### src/rtl/if_fetch_pkg.sv
// Shared widths and helpers for the instruction fetch unit.
package if_fetch_pkg;

  localparam int unsigned INST_ADDR_SIZE = 64;
  localparam int unsigned INST_SIZE      = 32;
  localparam int unsigned FETCH_DEPTH    = 2;

  // Bits needed to hold a count in the range 0..depth inclusive.
  function automatic int unsigned cnt_w(input int unsigned depth);
    return $clog2(depth + 1);
  endfunction

endpackage

### src/rtl/if_fetch_if.sv
// Fetch-unit bus: PC register side, instruction memory channel and decode channel.
interface if_fetch_if
  import if_fetch_pkg::*;
#(
  parameter int unsigned ADDR_W = INST_ADDR_SIZE,
  parameter int unsigned INST_W = INST_SIZE
) ();

  logic              pc_hold;
  logic [ADDR_W-1:0] pc;
  logic              flush;

  logic              imem_req_valid;
  logic              imem_req_ready;
  logic [ADDR_W-1:0] imem_req_addr;
  logic              imem_rsp_valid;
  logic [INST_W-1:0] imem_rsp_data;
  logic              imem_rsp_err;

  logic              id_valid;
  logic              id_ready;
  logic [INST_W-1:0] id_inst;
  logic [ADDR_W-1:0] id_pc;
  logic              id_fault;

  modport master (
    input  pc, flush, imem_req_ready, imem_rsp_valid, imem_rsp_data, imem_rsp_err, id_ready,
    output pc_hold, imem_req_valid, imem_req_addr, id_valid, id_inst, id_pc, id_fault
  );

  modport slave (
    output pc, flush, imem_req_ready, imem_rsp_valid, imem_rsp_data, imem_rsp_err, id_ready,
    input  pc_hold, imem_req_valid, imem_req_addr, id_valid, id_inst, id_pc, id_fault
  );

endinterface

### src/rtl/if_fetch_fifo.sv
// Synchronous FIFO with occupancy count and a synchronous clear.
module if_fetch_fifo
  import if_fetch_pkg::*;
#(
  parameter int unsigned WIDTH = 32,
  parameter int unsigned DEPTH = 2,
  localparam int unsigned PTR_W = (DEPTH > 1) ? $clog2(DEPTH) : 1,
  localparam int unsigned CNT_W = cnt_w(DEPTH)
) (
  input  logic             clk,
  input  logic             rst,
  input  logic             clr_i,
  input  logic             push_i,
  input  logic             pop_i,
  input  logic [WIDTH-1:0] data_i,
  output logic [WIDTH-1:0] data_o,
  output logic [CNT_W-1:0] count_o
);

  logic [WIDTH-1:0] mem_q [DEPTH];
  logic [PTR_W-1:0] wr_ptr_q, wr_ptr_d;
  logic [PTR_W-1:0] rd_ptr_q, rd_ptr_d;
  logic [CNT_W-1:0] cnt_q, cnt_d;
  logic             push_ok, pop_ok;

  assign pop_ok  = pop_i & (cnt_q != '0);
  // A push into a full FIFO is allowed only when the same cycle pops.
  assign push_ok = push_i & ((cnt_q != CNT_W'(DEPTH)) | pop_ok);

  always_comb begin
    wr_ptr_d = wr_ptr_q;
    rd_ptr_d = rd_ptr_q;
    cnt_d    = cnt_q;
    if (clr_i) begin
      wr_ptr_d = '0;
      rd_ptr_d = '0;
      cnt_d    = '0;
    end else begin
      if (push_ok) wr_ptr_d = wr_ptr_q + PTR_W'(1);
      if (pop_ok)  rd_ptr_d = rd_ptr_q + PTR_W'(1);
      cnt_d = cnt_q + CNT_W'(push_ok) - CNT_W'(pop_ok);
    end
  end

  always_ff @(posedge clk or negedge rst) begin
    if (!rst) begin
      wr_ptr_q <= '0;
      rd_ptr_q <= '0;
      cnt_q    <= '0;
      for (int i = 0; i < DEPTH; i++) mem_q[i] <= '0;
    end else begin
      wr_ptr_q <= wr_ptr_d;
      rd_ptr_q <= rd_ptr_d;
      cnt_q    <= cnt_d;
      if (push_ok && !clr_i) mem_q[wr_ptr_q] <= data_i;
    end
  end

  assign data_o  = mem_q[rd_ptr_q];
  assign count_o = cnt_q;

endmodule

### src/rtl/if_fetch.sv
// Instruction fetch: issues imem requests under a shared credit, tracks request PCs,
// buffers in-order responses for decode and discards responses made stale by a flush.
module if_fetch
  import if_fetch_pkg::*;
#(
  parameter int unsigned ADDR_W = INST_ADDR_SIZE,
  parameter int unsigned INST_W = INST_SIZE,
  parameter int unsigned DEPTH  = FETCH_DEPTH
) (
  input  logic     clk,
  input  logic     rst,
  if_fetch_if.master bus
);

  localparam int unsigned CNT_W = cnt_w(DEPTH);
  localparam int unsigned SUM_W = CNT_W + 1;
  localparam int unsigned ENT_W = INST_W + ADDR_W + 1;

  logic [CNT_W-1:0]  out_cnt, fifo_cnt;
  logic [CNT_W-1:0]  disc_cnt_q, disc_cnt_d;
  logic [ADDR_W-1:0] rsp_pc;
  logic [ENT_W-1:0]  buf_in, buf_out;
  logic              id_valid_w, deq, credit, req_valid, req_fire;
  logic              retire, drop, buf_push;
  logic [SUM_W-1:0]  occupancy;

  assign id_valid_w = (fifo_cnt != '0);
  assign deq        = id_valid_w & bus.id_ready;

  // Discarded in-flight requests still hold credit until their responses retire.
  assign occupancy = SUM_W'(out_cnt) + SUM_W'(fifo_cnt) - SUM_W'(deq);
  assign credit    = occupancy < SUM_W'(DEPTH);
  assign req_valid = rst & credit & ~bus.flush;
  assign req_fire  = req_valid & bus.imem_req_ready;

  assign retire   = bus.imem_rsp_valid & (out_cnt != '0);
  assign drop     = (disc_cnt_q != '0) | bus.flush;
  assign buf_push = retire & ~drop;
  assign buf_in   = {bus.imem_rsp_data, rsp_pc, bus.imem_rsp_err};

  always_comb begin
    disc_cnt_d = disc_cnt_q;
    if (bus.flush) begin
      disc_cnt_d = out_cnt - CNT_W'(retire);
    end else if (retire && (disc_cnt_q != '0)) begin
      disc_cnt_d = disc_cnt_q - CNT_W'(1);
    end
  end

  always_ff @(posedge clk or negedge rst) begin
    if (!rst) disc_cnt_q <= '0;
    else      disc_cnt_q <= disc_cnt_d;
  end

  if_fetch_fifo #(.WIDTH(ADDR_W), .DEPTH(DEPTH)) u_pc_queue (
    .clk     (clk),
    .rst     (rst),
    .clr_i   (1'b0),
    .push_i  (req_fire),
    .pop_i   (retire),
    .data_i  (bus.pc),
    .data_o  (rsp_pc),
    .count_o (out_cnt)
  );

  if_fetch_fifo #(.WIDTH(ENT_W), .DEPTH(DEPTH)) u_inst_buf (
    .clk     (clk),
    .rst     (rst),
    .clr_i   (bus.flush),
    .push_i  (buf_push),
    .pop_i   (deq),
    .data_i  (buf_in),
    .data_o  (buf_out),
    .count_o (fifo_cnt)
  );

  assign bus.imem_req_valid = req_valid;
  assign bus.imem_req_addr  = bus.pc;
  assign bus.pc_hold        = ~req_fire;

  assign bus.id_valid = id_valid_w;
  assign bus.id_inst  = id_valid_w ? buf_out[ENT_W-1 -: INST_W] : '0;
  assign bus.id_pc    = id_valid_w ? buf_out[ADDR_W:1] : '0;
  assign bus.id_fault = id_valid_w & buf_out[0];

endmodule

### src/flat_wrapper.sv
// flat-port wrapper written by rule: the top's interface ports become plain ports
module if_fetch_flat import if_fetch_pkg::*;
#(
  parameter int unsigned ADDR_W = INST_ADDR_SIZE,
  parameter int unsigned INST_W = INST_SIZE,
  parameter int unsigned DEPTH  = FETCH_DEPTH
)
  (clk, rst, bus_pc, bus_flush, bus_imem_req_ready, bus_imem_rsp_valid, bus_imem_rsp_data, bus_imem_rsp_err, bus_id_ready, bus_pc_hold, bus_imem_req_valid, bus_imem_req_addr, bus_id_valid, bus_id_inst, bus_id_pc, bus_id_fault);
  if_fetch_if #(.ADDR_W(ADDR_W), .INST_W(INST_W)) bus_i ();
  input  logic clk;
  input  logic rst;
  input wire logic [$bits(bus_i.pc)-1:0] bus_pc;
  input wire logic [$bits(bus_i.flush)-1:0] bus_flush;
  input wire logic [$bits(bus_i.imem_req_ready)-1:0] bus_imem_req_ready;
  input wire logic [$bits(bus_i.imem_rsp_valid)-1:0] bus_imem_rsp_valid;
  input wire logic [$bits(bus_i.imem_rsp_data)-1:0] bus_imem_rsp_data;
  input wire logic [$bits(bus_i.imem_rsp_err)-1:0] bus_imem_rsp_err;
  input wire logic [$bits(bus_i.id_ready)-1:0] bus_id_ready;
  output wire logic [$bits(bus_i.pc_hold)-1:0] bus_pc_hold;
  output wire logic [$bits(bus_i.imem_req_valid)-1:0] bus_imem_req_valid;
  output wire logic [$bits(bus_i.imem_req_addr)-1:0] bus_imem_req_addr;
  output wire logic [$bits(bus_i.id_valid)-1:0] bus_id_valid;
  output wire logic [$bits(bus_i.id_inst)-1:0] bus_id_inst;
  output wire logic [$bits(bus_i.id_pc)-1:0] bus_id_pc;
  output wire logic [$bits(bus_i.id_fault)-1:0] bus_id_fault;
  assign bus_i.pc = bus_pc;
  assign bus_i.flush = bus_flush;
  assign bus_i.imem_req_ready = bus_imem_req_ready;
  assign bus_i.imem_rsp_valid = bus_imem_rsp_valid;
  assign bus_i.imem_rsp_data = bus_imem_rsp_data;
  assign bus_i.imem_rsp_err = bus_imem_rsp_err;
  assign bus_i.id_ready = bus_id_ready;
  assign bus_pc_hold = bus_i.pc_hold;
  assign bus_imem_req_valid = bus_i.imem_req_valid;
  assign bus_imem_req_addr = bus_i.imem_req_addr;
  assign bus_id_valid = bus_i.id_valid;
  assign bus_id_inst = bus_i.id_inst;
  assign bus_id_pc = bus_i.id_pc;
  assign bus_id_fault = bus_i.id_fault;
  if_fetch #(.ADDR_W(ADDR_W), .INST_W(INST_W), .DEPTH(DEPTH)) u_core (.clk(clk), .rst(rst), .bus(bus_i));
endmodule
### config.mk
export PLATFORM = sky130hd
export DESIGN_NAME = if_fetch_flat
export DESIGN_NICKNAME = d
export VERILOG_FILES = /design/src/rtl/if_fetch_pkg.sv /design/src/rtl/if_fetch_if.sv /design/src/rtl/if_fetch_fifo.sv /design/src/rtl/if_fetch.sv /design/src/flat_wrapper.sv
export SDC_FILE = /design/constraint.sdc
export NUM_CORES = 1
export LEC_CHECK = 0
export CAP_MARGIN = 40
export CORE_MARGIN = 2
export CORE_UTILIZATION = 50
export DETAILED_ROUTE_END_ITERATION = 8
export GPL_ROUTABILITY_DRIVEN = 0
export MAX_ROUTING_LAYER = met4
export PLACE_DENSITY_LB_ADDON = 0.3
export SLEW_MARGIN = 25
export SYNTH_ARGS = -nofsm -noshare
export SYNTH_HDL_FRONTEND = slang
export SYNTH_SLANG_ARGS = --single-unit
### constraint.sdc
create_clock -name clk -period 10.3 [get_ports clk]
set_clock_uncertainty 0.15 [all_clocks]
set_input_delay 2.06 -clock clk [delete_from_list [all_inputs] [get_ports clk]]
set_output_delay 2.06 -clock clk [all_outputs]
set_load 0.05 [all_outputs]
==> summary.txt <==
Synth
  – Synth top area share: 53.2%
  – Synth area leader: dfrtp_1
  – Syn avg cell area: 14.2 um2
  – Yosys Warn Count: 0
  – Top FF cell, synth: dfrtp_1
  – Post-synth cell types: 35
  – Synthesized flop and latch total: about 330
  – Cell Area, Synth: between 15000 and 20000 um2
  – Number of synthesized flops with an enable pin: 0
  – Synthesized Nets: roughly 1200
  – Synth top cells by count: dfrtp_1 (332), mux2_2 (291), nor2_1 (102)
  – Synth async-reset ratio: 100%
  – Top cells by area, synth: dfrtp_1 (53%), mux2_2 (21%), mux2i_1 (6.3%)
  – Cells after synthesis: 1097
  – Most numerous cell in the Yosys netlist: dfrtp_1
  – Sequential fraction of the synthesis area: 53.2%

Timing
  – Highest clock rate: 140 MHz
  – Worst rel slew slack: 44.3%
  – Crit share post-route: 69.6%
  – Slew at the pin with the worst max-slew slack: 0.836 ns
  – Worst Setup Slack, final: roughly 3.1 ns
  – Unrepaired setup endpoints after global routing: false
  – Fin crit period: 7.17 ns
  – Slew Viols, Final: 0
  – Setup Viol. Count Final: 0
  – Tightest hold margin: 0.332 ns
  – Hold Violations, Final: 0
  – Setup TNS: 0 ns

Clocking
  – CTS HTree Levels: 2
  – Clock sinks: 332
  – Clock root cell: clkbuf_16
  – Worst skew pair latency: 0.51 ns
  – Hold_buf cts: 0
  – Worst-path clk slew: 0.06 ns
  – Post-CTS Setup Inserts: 0
  – PostCTS Resize Cnt: 0
  – CTS tree: built
  – Cts bufs inserted: 37
  – Max clock buf depth: 3

Layout
  – Fillers: 2365
  – Post-layout nets: 1408
  – Finished Layout Cells: 1722
  – Final core utilization: 63.0%
  – Design area: between 15000 and 20000 um2
  – Share of cells above drive strength 1: 33.2%
  – Layout area overhead: 23.8%

Pwr
  – Peak VDD IR: just over 0.0002 V
  – Overall power: 5.78 mW
  – Clock power frac: 22.3%
  – Combinational power share: between 40 and 50%
  – Sequential power share: between 30% and 40%
  – P_leak: 8.81 nW
  – Net Switching: 2.04 mW
  – Sw Ratio: roughly 35%
  – Pwr/cell area: 299 nW/um2
  – Internal: 3.74 mW

Die
  – Die Wd: 181 um
  – Row count: 64
  – Starting density of the core: between 50% and 60%
  – Die footprint: 32700 um2
  – Die Ht: about 180 um
  – Core area: 30700 um2
  – Top-Level Pins: 267

Placed design
  – Worst slack, placed: 3.09 ns
  – Post-DP Area: 18100 um2
  – # port buffers: 266
  – Placed Cells: 1650
  – Post-DP HPWL: slightly above 20 mm

Worst setup path
  – WP buf/inv: 3
  – Crit path max-delay family: buffers and inverters
  – Critical Path Max Stage Delay: just under 0.8 ns
  – Crit path capture type: output port
  – Slowest CP cell: clkdlybuf4s50_1
  – CP Data Arrival Time: roughly 5.0 ns
  – CP Cell Sequence: clkdlybuf4s50_1, o21ai_0, inv_1, ha_1, nand2b_1, fa_1, xnor2_1, nor3_1, nand2_1, clkdlybuf4s50_1
  – Worst Path Max Fanout: 4
  – CP Class: input pin to output port
  – WP data required: 8.09 ns
  – CP dominant cell by count: clkdlybuf4s50_1
  – CP Launch Type: input pin

Global routing
  – Global Route Usage Sum: 20.5%
  – Pin count of the biggest net entering global routing: about 180
  – Global-route wire length before repair: between 50 and 60 mm
  – Initial antenna violation count: 2
  – Vias in the first global route: around 10000
  – Grt ovf: 0

Drt
  – Routed Antenna Nets: 0
  – Number of DRC markers in iteration 0: 408
  – Drt drc: 0
  – Drt first pass iters: 4
  – Vias: 9086
  – Routed vias/inst: 5.28
  – Final WL: 32.2 mm
  – Average wire per standard cell: 18.7 um

Outcome
  – Outcome: finished clean

Run
  – Count of maximum capacitance violations: 0

Worst hold path
  – Hold Path Class: register to register
final cells by class:
cell class / instances / area [um2] / share of cell area [%]
flip-flops and latches: 332 / 8310 / 43.0
multi-input cells: 628 / 6350 / 32.9
repair buffers: 286 / 2920 / 15.1
clock buffers: 55 / 1070 / 5.56
well taps: 396 / 495 / 2.56
clock inverters: 12 / 126 / 0.654
inverters: 11 / 41.3 / 0.214
diodes: 2 / 5.00 / 0.0259
path summary, 6_finish.rpt:
path	start	endpoint	slack (ns)	cells after the start
worst min register to register	u_core.u_inst_buf.wr_ptr_q	u_core.u_inst_buf.wr_ptr_q	0.33	1
max in group asynchronous	rst	u_core.u_inst_buf.mem_q[35]	7.19	3
min in group asynchronous	rst	u_core.disc_cnt_q[0]	1.39	1
worst max-delay path	bus_id_ready	bus_pc_hold	3.13	10
worst max register to register	u_core.u_inst_buf.count_o[0]	u_core.u_pc_queue.mem_q[0]	6.32	10
worst min-delay path	u_core.u_inst_buf.wr_ptr_q	u_core.u_inst_buf.wr_ptr_q	0.33	1
cell families after synthesis:
| family | Yosys count | synth area share [%] |
|---|---|---|
| flip-flops | 332 | 53.2 |
| AO/OA/AOI/OAI | 5 | 0.232 |
| AND/OR/NAND/NOR | 121 | 3.55 |
| buffers and inverters | 137 | 6.16 |
| XOR/XNOR | 9 | 0.505 |
| multiplexers | 484 | 35.6 |
| adder cells (fa/ha/maj) | 9 | 0.769 |
sequential cells by signal, indices dropped and copies added (netlist names):
| name | cells |
|---|---|
| u_core.u_inst_buf.mem_q | 194 |
| u_core.u_pc_queue.rd_ptr_q | 1 |
| u_core.disc_cnt_q | 2 |
| u_core.u_pc_queue.wr_ptr_q | 1 |
| u_core.u_inst_buf.count_o | 2 |
| u_core.u_inst_buf.rd_ptr_q | 1 |
| u_core.u_pc_queue.mem_q | 128 |
| u_core.u_pc_queue.count_o | 2 |
| u_core.u_inst_buf.wr_ptr_q | 1 |
power by group through the flow:
stage | Clock, mW | Combinational, mW | Sequential, mW
floorplan | 0 | 1.83 | 2.03
global placement | 0 | 2.30 | 2.14
detailed placement | 0 | 2.36 | 2.16
CTS | 1.33 | 2.36 | 2.15
global route | 1.38 | 2.51 | 2.22
finish | 1.29 | 2.34 | 2.15
metal layers:
metal | global-route usage, % | part of all wire [%]
met1 | 26.3 | 45
met4 | 4.65 | 1.3
met2 | 33.2 | 48
met3 | 4.74 | 5.7
met5 | - | 0
placed cells by master, fill, tap and decap left out, types with 8 or more instances in the layout:
| master | synthesis | layout |
|---|---|---|
| mux2_1 | 35 | 35 |
| clkbuf_1 | 17 | 10 |
| nor2_1 | 102 | 101 |
| buf_4 | 68 | 14 |
| inv_1 | 10 | 10 |
| ha_1 | 8 | 8 |
| clkbuf_16 | 0 | 37 |
| dfrtp_1 | 332 | 330 |
| mux2i_1 | 98 | 98 |
| clkdlybuf4s50_1 | 0 | 265 |
| clkbuf_8 | 0 | 8 |
| mux2_4 | 60 | 60 |
| mux2_2 | 291 | 291 |
(Power assumes the default switching activity.)
